`src/rtl/lvds_rx_pkg.sv`:
```
// Shared framer state encodings and DDR sync symbols for the LVDS I/Q receiver.
package lvds_rx_pkg;

  typedef enum logic [1:0] {
    ST_IDLE    = 2'd0,
    ST_I_PHASE = 2'd1,
    ST_Q_PHASE = 2'd2
  } framer_state_t;

  localparam logic [1:0] I_SYNC = 2'b10;
  localparam logic [1:0] Q_SYNC = 2'b01;

endpackage

```
`src/rtl/lvds_rx_lock_tracker.sv`:
```
// Good-frame counting, lock/overflow status and optional statistics counters.
// Statistics counters exist only when LVDS_RX_STATS_EN is defined.
module lvds_rx_lock_tracker #(
  parameter int LOCK_FRAMES = 4,
  parameter int CNT_W       = 16
) (
  input  logic             i_ddr_clk,
  input  logic             i_rst_b,
  input  logic             frame_done,
  input  logic             sync_err,
  input  logic             resync,
  input  logic             fifo_full,
  output logic             push_ok,
  output logic             locked,
  output logic             overflow,
  output logic [CNT_W-1:0] sync_err_cnt,
  output logic [CNT_W-1:0] drop_cnt
);

  localparam int GOOD_W = $clog2(LOCK_FRAMES + 1);
  localparam logic [GOOD_W-1:0] GOOD_MAX = GOOD_W'(LOCK_FRAMES);

  logic [GOOD_W-1:0] good, good_nx;
  logic              lock_nx, accept, drop;

  // Lock is judged on the post-update count so the frame that reaches
  // LOCK_FRAMES is itself pushed alongside the rising o_locked.
  always_comb begin
    good_nx = good;
    if (resync || sync_err)
      good_nx = '0;
    else if (frame_done && good != GOOD_MAX)
      good_nx = good + GOOD_W'(1);
    lock_nx = (good_nx == GOOD_MAX);
    accept  = frame_done && lock_nx;
    push_ok = accept && !fifo_full;
    drop    = accept && fifo_full;
  end

  always_ff @(posedge i_ddr_clk) begin
    if (!i_rst_b) begin
      good     <= '0;
      locked   <= 1'b0;
      overflow <= 1'b0;
    end else begin
      good   <= good_nx;
      locked <= lock_nx;
      if (drop)
        overflow <= 1'b1;
    end
  end

`ifdef LVDS_RX_STATS_EN
  always_ff @(posedge i_ddr_clk) begin
    if (!i_rst_b) begin
      sync_err_cnt <= '0;
      drop_cnt     <= '0;
    end else begin
      if (sync_err && sync_err_cnt != '1)
        sync_err_cnt <= sync_err_cnt + CNT_W'(1);
      if (drop && drop_cnt != '1)
        drop_cnt <= drop_cnt + CNT_W'(1);
    end
  end
`else
  assign sync_err_cnt = '0;
  assign drop_cnt     = '0;
`endif

endmodule

```
`src/rtl/lvds_rx_iq_framer.sv`:
```
// DDR LVDS I/Q frame aligner: hunts I/Q sync symbols, tracks lock and pushes
// whole frames downstream. Statistics counters enabled by LVDS_RX_STATS_EN.
module lvds_rx_iq_framer #(
  parameter  int SAMPLE_W    = 13,
  parameter  int LOCK_FRAMES = 4,
  parameter  int CNT_W       = 16,
  localparam int HALF_SYMS   = (SAMPLE_W + 3) / 2,
  localparam int FRAME_SYMS  = 2 * HALF_SYMS,
  localparam int FRAME_W     = 2 * FRAME_SYMS
) (
  input  logic               i_ddr_clk,
  input  logic               i_rst_b,
  input  logic [1:0]         i_ddr_data,
  input  logic               i_resync,
  input  logic               i_fifo_full,
  output logic               o_fifo_write_clk,
  output logic               o_fifo_push,
  output logic [FRAME_W-1:0] o_fifo_data,
  output logic               o_locked,
  output logic               o_overflow,
  output logic [CNT_W-1:0]   o_sync_err_cnt,
  output logic [CNT_W-1:0]   o_drop_cnt,
  output logic [1:0]         o_debug_state
);

  import lvds_rx_pkg::*;

  localparam int IDX_W = $clog2(FRAME_SYMS);
  localparam logic [IDX_W-1:0] IDX_HALF = IDX_W'(HALF_SYMS);
  localparam logic [IDX_W-1:0] IDX_LAST = IDX_W'(FRAME_SYMS - 1);

  framer_state_t      state;
  logic [IDX_W-1:0]   idx;
  logic [FRAME_W-3:0] shreg;
  logic [FRAME_W-1:0] frame;
  logic               i_ok, q_ok, at_i, at_q;
  logic               frame_done, sync_err, push_ok;

  assign o_fifo_write_clk = i_ddr_clk;
  assign o_debug_state    = state;

  // I_PHASE at index 0 is the expected I sync of a back-to-back frame,
  // distinct from IDLE which only hunts.
  always_comb begin
    frame      = {shreg, i_ddr_data};
    i_ok       = (i_ddr_data == I_SYNC);
    q_ok       = (i_ddr_data == Q_SYNC);
    at_i       = (state == ST_I_PHASE) && (idx == '0);
    at_q       = (state == ST_I_PHASE) && (idx == IDX_HALF);
    frame_done = !i_resync && (state == ST_Q_PHASE) && (idx == IDX_LAST);
    sync_err   = !i_resync && ((at_i && !i_ok) || (at_q && !q_ok));
  end

  always_ff @(posedge i_ddr_clk) begin
    if (!i_rst_b) begin
      state       <= ST_IDLE;
      idx         <= '0;
      shreg       <= '0;
      o_fifo_push <= 1'b0;
      o_fifo_data <= '0;
    end else begin
      shreg       <= frame[FRAME_W-3:0];
      o_fifo_push <= push_ok;
      if (frame_done)
        o_fifo_data <= frame;
      if (i_resync) begin
        state <= ST_IDLE;
        idx   <= '0;
      end else begin
        case (state)
          ST_IDLE: begin
            if (i_ok) begin
              state <= ST_I_PHASE;
              idx   <= IDX_W'(1);
            end else begin
              idx <= '0;
            end
          end
          ST_I_PHASE: begin
            if (sync_err) begin
              state <= ST_IDLE;
              idx   <= '0;
            end else begin
              if (at_q)
                state <= ST_Q_PHASE;
              idx <= idx + IDX_W'(1);
            end
          end
          ST_Q_PHASE: begin
            if (frame_done) begin
              state <= ST_I_PHASE;
              idx   <= '0;
            end else begin
              idx <= idx + IDX_W'(1);
            end
          end
          default: begin
            state <= ST_IDLE;
            idx   <= '0;
          end
        endcase
      end
    end
  end

  lvds_rx_lock_tracker #(
    .LOCK_FRAMES (LOCK_FRAMES),
    .CNT_W       (CNT_W)
  ) u_lock_tracker (
    .i_ddr_clk    (i_ddr_clk),
    .i_rst_b      (i_rst_b),
    .frame_done   (frame_done),
    .sync_err     (sync_err),
    .resync       (i_resync),
    .fifo_full    (i_fifo_full),
    .push_ok      (push_ok),
    .locked       (o_locked),
    .overflow     (o_overflow),
    .sync_err_cnt (o_sync_err_cnt),
    .drop_cnt     (o_drop_cnt)
  );

endmodule

```
`config.mk`:
```
export PLATFORM = sky130hd
export DESIGN_NAME = lvds_rx_iq_framer
export DESIGN_NICKNAME = d
export VERILOG_FILES = /design/src/rtl/lvds_rx_pkg.sv /design/src/rtl/lvds_rx_lock_tracker.sv /design/src/rtl/lvds_rx_iq_framer.sv
export SDC_FILE = /design/constraint.sdc
export NUM_CORES = 1
export LEC_CHECK = 0
export ABC_AREA = 1
export BUFFER_PORTS_ARGS = -buffer_cell sky130_fd_sc_hd__buf_4
export CAP_MARGIN = 5
export CORE_ASPECT_RATIO = 1.4
export CORE_MARGIN = 2
export CORE_UTILIZATION = 55
export DETAILED_ROUTE_END_ITERATION = 10
export GPL_TIMING_DRIVEN = 1
export PLACE_DENSITY = 0.83
export SLEW_MARGIN = 40
export SYNTH_ARGS = -nofsm -noshare
export SYNTH_HDL_FRONTEND = slang
export SYNTH_SLANG_ARGS = --single-unit
```
`constraint.sdc`:
```
create_clock -name i_ddr_clk -period 2.3 [get_ports i_ddr_clk]
set_input_delay 0.345 -clock i_ddr_clk [delete_from_list [all_inputs] [get_ports i_ddr_clk]]
set_output_delay 0.345 -clock i_ddr_clk [all_outputs]
set_load 0.01 [all_outputs]
```
Word-level counts from Yosys, hierarchy flattened --
Index checks and enable logic that the tools add are counted.
Word-level totals: register bits 74, output and inout port bits 70, word-level logic and storage cells 54
Operators by class: $add $sub $neg 2, eq/ne operators 11, multiplexer cells 11, bitwise operators 1, reduce and logical (&&, ||, !) cells 21
Operator list (count):
- $pmux W4 S3 | 1
- $logic_and A1 B1 Y1 | 11
- $eq A4 B4 Y1 const B | 2
- $mux W2 | 4
- $mux W4 | 2
- $mux W3 | 2
- $pmux W2 S3 | 1
- $add A4 B1 Y4 const B | 1
- $eq A2 B1 Y1 const B | 2
- $eq A2 B2 Y1 const B | 2
- $logic_not A1 Y1 | 4
- $logic_not A4 Y1 | 1
- $add A3 B1 Y3 const B | 1
- $eq A3 B3 Y1 const B | 1
- $ne A3 B2 Y1 const B | 1
- $ne A3 B3 Y1 const B | 1
- $reduce_and A3 Y1 | 1
- $logic_not A2 Y1 | 1
- $logic_or A1 B1 Y1 | 2
- $ne A2 B1 Y1 const B | 1
- $ne A2 B2 Y1 const B | 1
- $reduce_or A2 Y1 | 1
- $mux W1 | 1
- $not A1 Y1 | 1

Logic depth before layout (Yosys ltp) --
Gate-level depths: netlist of the first run.
depth after elaboration 10, depth in mapped cells 12, depth with buffers taken out 12

Cells and area by module --
From an unflattened synthesis of the first run, not the netlist that was laid out.
Second synthesis, totals: cell total of the unflattened synthesis 368, area total of the unflattened synthesis 2916.5 um2
Modules (own cells, without submodules):
- lvds_rx_iq_framer | times used 1, cells each 299, area each 2382.3 um2, sequential area each 1381.3 um2
- lvds_rx_lock_tracker | times used 1, cells each 69, area each 534.3 um2, sequential area each 100.1 um2

==> key figures, run 1 <==
Outcome
  • Status: completed

Synthesis
  • Syn_area_per_cell: around 8 µm²
  • Count leader, synth: nor2_1
  • #FFs+latches synth: 74
  • Post-Synthesis Cell Area: 2882 µm²
  • Post-Syn Instances: 360
  • Synth Warn #: 0
  • Part of the Yosys area used for sequential elements: about 51%
  • Async set-reset flop share out of synthesis: 0%
  • Largest cells by area after synthesis: dfxtp_1, nor2_1, buf_4, nand2_1, inv_1
  • Synth cell count leaders: nor2_1, dfxtp_1, nand2_1
  • Unique masters post-synth: 28
  • Post-synth top area cell: dfxtp_1
  • Top-area cell type share of the netlist area: about half
  • Post-synth EDFFs: 0
  • Top FF cell, synth: dfxtp_1

Critical path
  • Critical path launch point type: clock port
  • Worst path max stage delay: 0.13 ns
  • Slowest CP cell: buf_4
  • CP Capture Type: output pin
  • CP dominant cell by count: clkbuf_8
  • FF-to-FF path depth: 8
  • Req. time, crit path: 1.96 ns
  • Reg2reg end: o_fifo_data[26]$_SDFFE_PN0P_
  • Crit path kind: clk -> out
  • Crit path DAT: around 1.5 ns
  • FF-to-FF setup slack: 0.55 ns
  • CP cell instances: clkbuf_8, clkbuf_8, buf_4
  • Worst reg2reg startpoint: idx[0]$_SDFF_PP0_
  • Crit-path max FO: 2

Drt
  • Top sig layer: met4
  • Routed wl met2: between 2000 and 2500 µm
  • Final WL: about 4800 µm
  • # DRC: 0
  • Vias: 2130
  • Pre-Repair DR Iteration Count: 4
  • Initial DRC count: about 150
  • Vias per cell: 4.475
  • Met3 Wirelength: ~310 µm
  • Average wire per standard cell: 10.09 µm
  • M1 WL: around 1900 µm
  • Count of antenna-violating nets left after detailed routing: 0

Timing
  • Total negative slack: 0 ns
  • Final Skew: between 0.008 and 0.009 ns
  • Unrepaired setup endpoints after global routing: no
  • Final hold viol count: 0
  • # setup viols final: 0
  • Slew Limit Fails: 0
  • PnR worst setup slack: approximately 0.45 ns

Cells and area
  • Number of inserted diodes: 0
  • Synth-to-Final Area Change: 15.28%
  • Fraction of layout cells with a size suffix above 1: a little under a fifth
  • Fin nets: slightly above 400

Die
  • Initial Util: 56.28%
  • Ports: 76
  • Die ar.: between 5000 and 6000 µm²
  • Die X: between 60 and 70 µm
  • Die Y: between 80 and 90 µm
  • Core Area: a little over 5000 µm²
  • Row count: 31

Hold path
  • Hold path depth: 2
  • Hold Startpoint: i_fifo_full
  • Worst Hold Class: in -> reg
  • Worst Hold Path EP: o_fifo_push$_SDFF_PN0_

Clock tree
  • Cts hold-fix bufs: 0
  • CTS tree: yes
  • Clock latency at the later pin of the worst-skew pair: between 0.4 and 0.5 ns
  • Clk slew on worst S/H paths: 0.07 ns
  • Setup Buffers After CTS: 0
  • Post-CTS Resized: 0

Place
  • Post-DP HPWL: around 3300 µm
  • GP Congestion: approximately 0.77
  • Place WS: about 0.57 ns
  • PortBufs: 43

Power and ir drop
  • Power Dens Cells: 738.4 nW/µm²
  • Max VDD drop: a little under 0.0005 V
  • Leakage: 1.695 nW

GRT
  • Initial antenna violation count: 0
  • Overflow after GRT: 0
  • Largest net degree at the start of global routing: 63
  • Gr usage total: about 18%
  • First-pass GRT wire length: 7665 µm
  • Vias in the first global route: roughly 1800

Flow run
  • Maxcap violations: 0
power by group:
part           internal [mW]  switching (mW)  total [mW]
sequential              1.29         0.00448        1.29
combinational         0.0223          0.0658      0.0882
clock                  0.581           0.492        1.07
cell families after synthesis:
logic type / Yosys count / share of synthesized area (%)
compound gates: 40 / 7.165
simple gates: 144 / 21.23
other cells: 1 / 0.1301
buf+inv: 95 / 17.72
fa+ha+maj: 4 / 1.737
xor+xnor: 2 / 0.6080
flops: 74 / 51.41
sequential cells by signal, indices dropped and copies added (netlist names):
| name | count |
|---|---|
| u_lock_tracker.good | 3 |
| shreg | 30 |
| o_fifo_push | 1 |
| o_debug_state | 2 |
| u_lock_tracker.locked | 1 |
| idx | 4 |
| o_fifo_data | 32 |
| u_lock_tracker.overflow | 1 |
worst max path at each step:
stage          slack, ns                           end  cells past startpoint              start
3_5_place_dp        0.57  o_fifo_data[26]$_SDFFE_PN0P_                      8  idx[0]$_SDFF_PP0_
4_1_cts             0.44              o_fifo_write_clk                      3          i_ddr_clk
6_report            0.45              o_fifo_write_clk                      3          i_ddr_clk
2_1_floorplan       0.69              o_fifo_write_clk                      1          i_ddr_clk
5_1_grt             0.40  o_fifo_data[26]$_SDFFE_PN0P_                      8  idx[0]$_SDFF_PP0_
3_3_place_gp        0.68  o_fifo_data[23]$_SDFFE_PN0P_                      8  idx[0]$_SDFF_PP0_
cell usage in the layout, fill, tap and decap left out, drive strengths merged, types with 4 or more instances in the layout:
cell	n
clkbuf	15
o21ai	35
a21oi	4
ha	4
nand2	52
nand3	5
inv	49
buf	46
dfxtp	74
conb	32
nor2	79
area by class of cell:
type | instances | area, µm²
Multi-Input combinational cell | 222 | 1006
Timing Repair Buffer | 45 | 337.8
Clock inverter | 4 | 26.28
Clock buffer | 16 | 203.9
Tap cell | 66 | 82.58
Sequential cell | 74 | 1481
Inverter | 49 | 183.9
Fill cell | 445 | 1798
routing by layer:
metal  vias up  GRT usage [%]
li1       1117              -
met1       931          19.09
met2        74          29.50
met3         8          5.611
met4         0          11.55
met5         -              0
per-stage QoR:
| step | util [%] | power (mW) | instances | hold slack [ns] | area [µm²] |
|---|---|---|---|---|---|
| after global placement | 60.53 | 1.443 | 457 | 0.4072 | 3099 |
| after detailed placement | 60.53 | 1.445 | 457 | 0.4149 | 3099 |
| after CTS | 64.88 | 2.479 | 476 | 0.04807 | 3322 |
| after floorplan | - | 1.467 | 391 | 0.4040 | 2998 |
| after global routing | 64.88 | 2.554 | 476 | 0.05592 | 3322 |
| final | 64.88 | 2.453 | 476 | 0.05847 | 3322 |
worst max-delay path, delay by kind of cell:
family	cells	cell delay, ns
buffers and inverters	3	0.36
No activity file was read; power rests on OpenSTA's default activity.
==> inputs of run 2 (changes only) <==
--- a/config.mk
+++ b/config.mk
@@ -10,10 +10,10 @@
 export CAP_MARGIN = 5
 export CORE_ASPECT_RATIO = 1.4
 export CORE_MARGIN = 2
-export CORE_UTILIZATION = 55
+export CORE_UTILIZATION = 47
 export DETAILED_ROUTE_END_ITERATION = 10
 export GPL_TIMING_DRIVEN = 1
-export PLACE_DENSITY = 0.83
+export PLACE_DENSITY = 0.75
 export SLEW_MARGIN = 40
 export SYNTH_ARGS = -nofsm -noshare
 export SYNTH_HDL_FRONTEND = slang
==> constraint.sdc (replaced) <==
create_clock -name i_ddr_clk -period 1.5 [get_ports i_ddr_clk]
set_input_delay 0.225 -clock i_ddr_clk [delete_from_list [all_inputs] [get_ports i_ddr_clk]]
set_output_delay 0.225 -clock i_ddr_clk [all_outputs]
set_load 0.01 [all_outputs]
==> key figures, run 2 (synthesized netlist as in run 1, its figures left out) <==
Timing
  • PnR worst setup slack: 0.01229 ns (-0.4365 ns)
  • Slew Limit Fails: 0 (unchanged)
  • Fin crit share: 99.18%
  • Fmax: slightly below 0.7 GHz
  • Fin crit period: roughly 1.5 ns
  • Final Skew: 0.005510 ns (-0.002636 ns)
  • Total negative slack: 0 ns (unchanged)
  • Unrepaired setup endpoints after global routing: yes
  • Final hold viol count: 0 (unchanged)
  • # setup viols final: 0 (unchanged)

Place
  • Place WS: -0.03348 ns (-0.6078 ns)
  • Post-DP Area: 3137 µm² (+1.2%)
  • Post-DP HPWL: 3264 µm (+0.20%)
  • GP Congestion: 0.7578 (-1.2%)
  • PortBufs: 43 (unchanged)

Die
  • Ports: 76 (unchanged)
  • Initial Util: 48.80% (-7.5 points)
  • Die ar.: 6782 µm² (+16%)
  • Core Area: 5904 µm² (+15%)
  • Die Y: 96.65 µm (+7.8%)
  • Die X: 70.18 µm (+7.7%)
  • Row count: 33 (+6.5%)

Cells and area
  • Number of inserted diodes: 0 (unchanged)
  • Max FFs per register: 32 (unchanged)
  • Synth-to-Final Area Change: 23.19%
  • Fin util: 60.12% (-4.8 points)
  • Fraction of layout cells with a size suffix above 1: 24.76% (+6.2 points)
  • Most flops, register: o_fifo_data
  • Fin area: 3550 µm² (+6.9%)
  • Most common cell after layout, fill and taps aside: nor2_1
  • Most frequent cells in the layout: nor2_1, dfxtp_1, buf_4
  • Largest regs: o_fifo_data x32, shreg x30, idx x4
  • Fin nets: 425 (+2.4%)

Clock tree
  • Clock latency at the later pin of the worst-skew pair: 0.44 ns (about the same)
  • Clk slew on worst S/H paths: 0.08 ns (about the same)
  • CTS tree: yes

Drt
  • Pre-Repair DR Iteration Count: 4 (unchanged)
  • Average wire per standard cell: 10.48 µm (+3.8%)
  • Vias per cell: 4.447 (-0.62%)
  • Initial DRC count: 122 (-16%)
  • Final WL: 5135 µm (+6.9%)
  • # DRC: 0 (unchanged)
  • Vias: 2179 (+2.3%)
  • Count of antenna-violating nets left after detailed routing: 0 (unchanged)

Power and ir drop
  • P_sw: 0.8946 mW (+59%)
  • Comb pwr share: 4.1% (+0.5 points)
  • Final Power: 3.882 mW (+58%)
  • Clock network fraction of total power: 44.9% (+1.2 points)
  • Internal Pwr Total: 2.987 mW (+58%)
  • Net Sw Frac: 23.05% (+0.12 points)
  • Leakage: 1.783 nW (+5.2%)
  • Power Dens Cells: 1093 nW/µm² (+48%)
  • Max VDD drop: 0.0009731 V (+100%)
  • Flop pwr share: 51.0% (-1.7 points)

Critical path
  • Crit-path max FO: 3 (+1)
  • Req. time, crit path: 1.84 ns (-0.12 ns)
  • Crit path kind: in -> reg
  • Critical path launch point type: input port
  • Crit path DAT: 1.83 ns (+0.32 ns)
  • CP Capture Type: flop
  • FF-to-FF setup slack: 0.02 ns (-0.53 ns)

Outcome
  • Status: completed

GRT
  • Vias in the first global route: 1998 (+8.1%)
  • Overflow after GRT: 0 (unchanged)
  • Initial antenna violation count: 0 (unchanged)
  • Largest net degree at the start of global routing: 64 (+1.6%)
  • Gr usage total: 15.17% (-2.4 points)
  • First-pass GRT wire length: 8176 µm (+6.7%)

Flow run
  • Maxcap violations: 0 (unchanged)

Hold path
  • Worst Hold Class: in -> reg
run 2: cell count changes in the layout (fill, tap and decap cells not counted), sizes merged:
cell         delta
buf             +6
dlygate4sd3     +3
clkbuf          -2
bufinv          +1
clkinvlp        +1
inv             +1
run 2: per-layer routing:
| metal | vias to the layer above | GRT usage [%] | share of wire (%) |
|---|---|---|---|
| met5 | - | 0 | 0 |
| met4 | 0 | 8.284 | 2.3 |
| met3 | 12 | 5.417 | 4.8 |
| met2 | 62 | 25.13 | 51 |
| met1 | 979 | 16.72 | 42 |
| li1 | 1126 | - | - |
run 2: what timing repair did:
action | 4_1_cts | 5_1_grt
pin swaps | 1 | 12
hold endpoints to repair | 3 | 0
setup buffers | 1 | 4
gates resized for setup | 2 | 30
setup endpoints to repair | 34 | 41
cloned | 0 | 1
hold buffers | 3 | 0
run 2: path summary, 6_finish.rpt:
kind	startpoint	end	cells past startpoint
worst max-delay path	i_ddr_data[0]	u_lock_tracker.overflow$_SDFFE_PN0P_	12
worst min-delay path	i_rst_b	u_lock_tracker.good[0]$_SDFF_PN0_	3
worst min register to register	shreg[26]$_SDFF_PN0_	shreg[28]$_SDFF_PN0_	2
worst max register to register	idx[0]$_SDFF_PP0_	u_lock_tracker.overflow$_SDFFE_PN0P_	11
run 2: power groups by stage:
stage / Sequential [mW] / Clock (mW) / Combinational (mW)
final: 1.98 / 1.74 / 0.157
after detailed placement: 2.03 / 0.0549 / 0.138
after global routing: 1.98 / 1.89 / 0.177
after CTS: 1.98 / 1.80 / 0.145
after floorplan: 2.03 / 0.0549 / 0.168
after global placement: 2.03 / 0.0549 / 0.137
run 2: area by class of cell:
type                            instances  area [µm²]
Fill cell                             536        2355
Sequential cell                        74        1488
Multi-Input combinational cell        222        1084
Timing Repair Buffer                   55       462.9
Inverter                               49       186.4
Clock buffer                           13       172.7
Tap cell                               70       87.58
Clock inverter                          7       68.82
run 2: worst max-delay path, stage by stage:
cell and delay, ns:
dlygate4sd3_1 0.54, buf_4 0.15, nor2_1 0.19, nor2_1 0.06, nand2_1 0.11, nand2_4 0.08
nor2_4 0.13, nand2_2 0.08, nand3_2 0.10, nor2_2 0.04, nor2_1 0.09, nor2_1 0.04
run 2: through the flow:
| stage | hold WS [ns] | instances |
|---|---|---|
| 6_report | 0.06454 | 490 |
| 3_5_place_dp | 0.3168 | 462 |
| 2_1_floorplan | 0.2947 | 391 |
| 4_1_cts | 0.04900 | 485 |
| 3_3_place_gp | 0.3168 | 462 |
| 5_1_grt | 0.07501 | 490 |
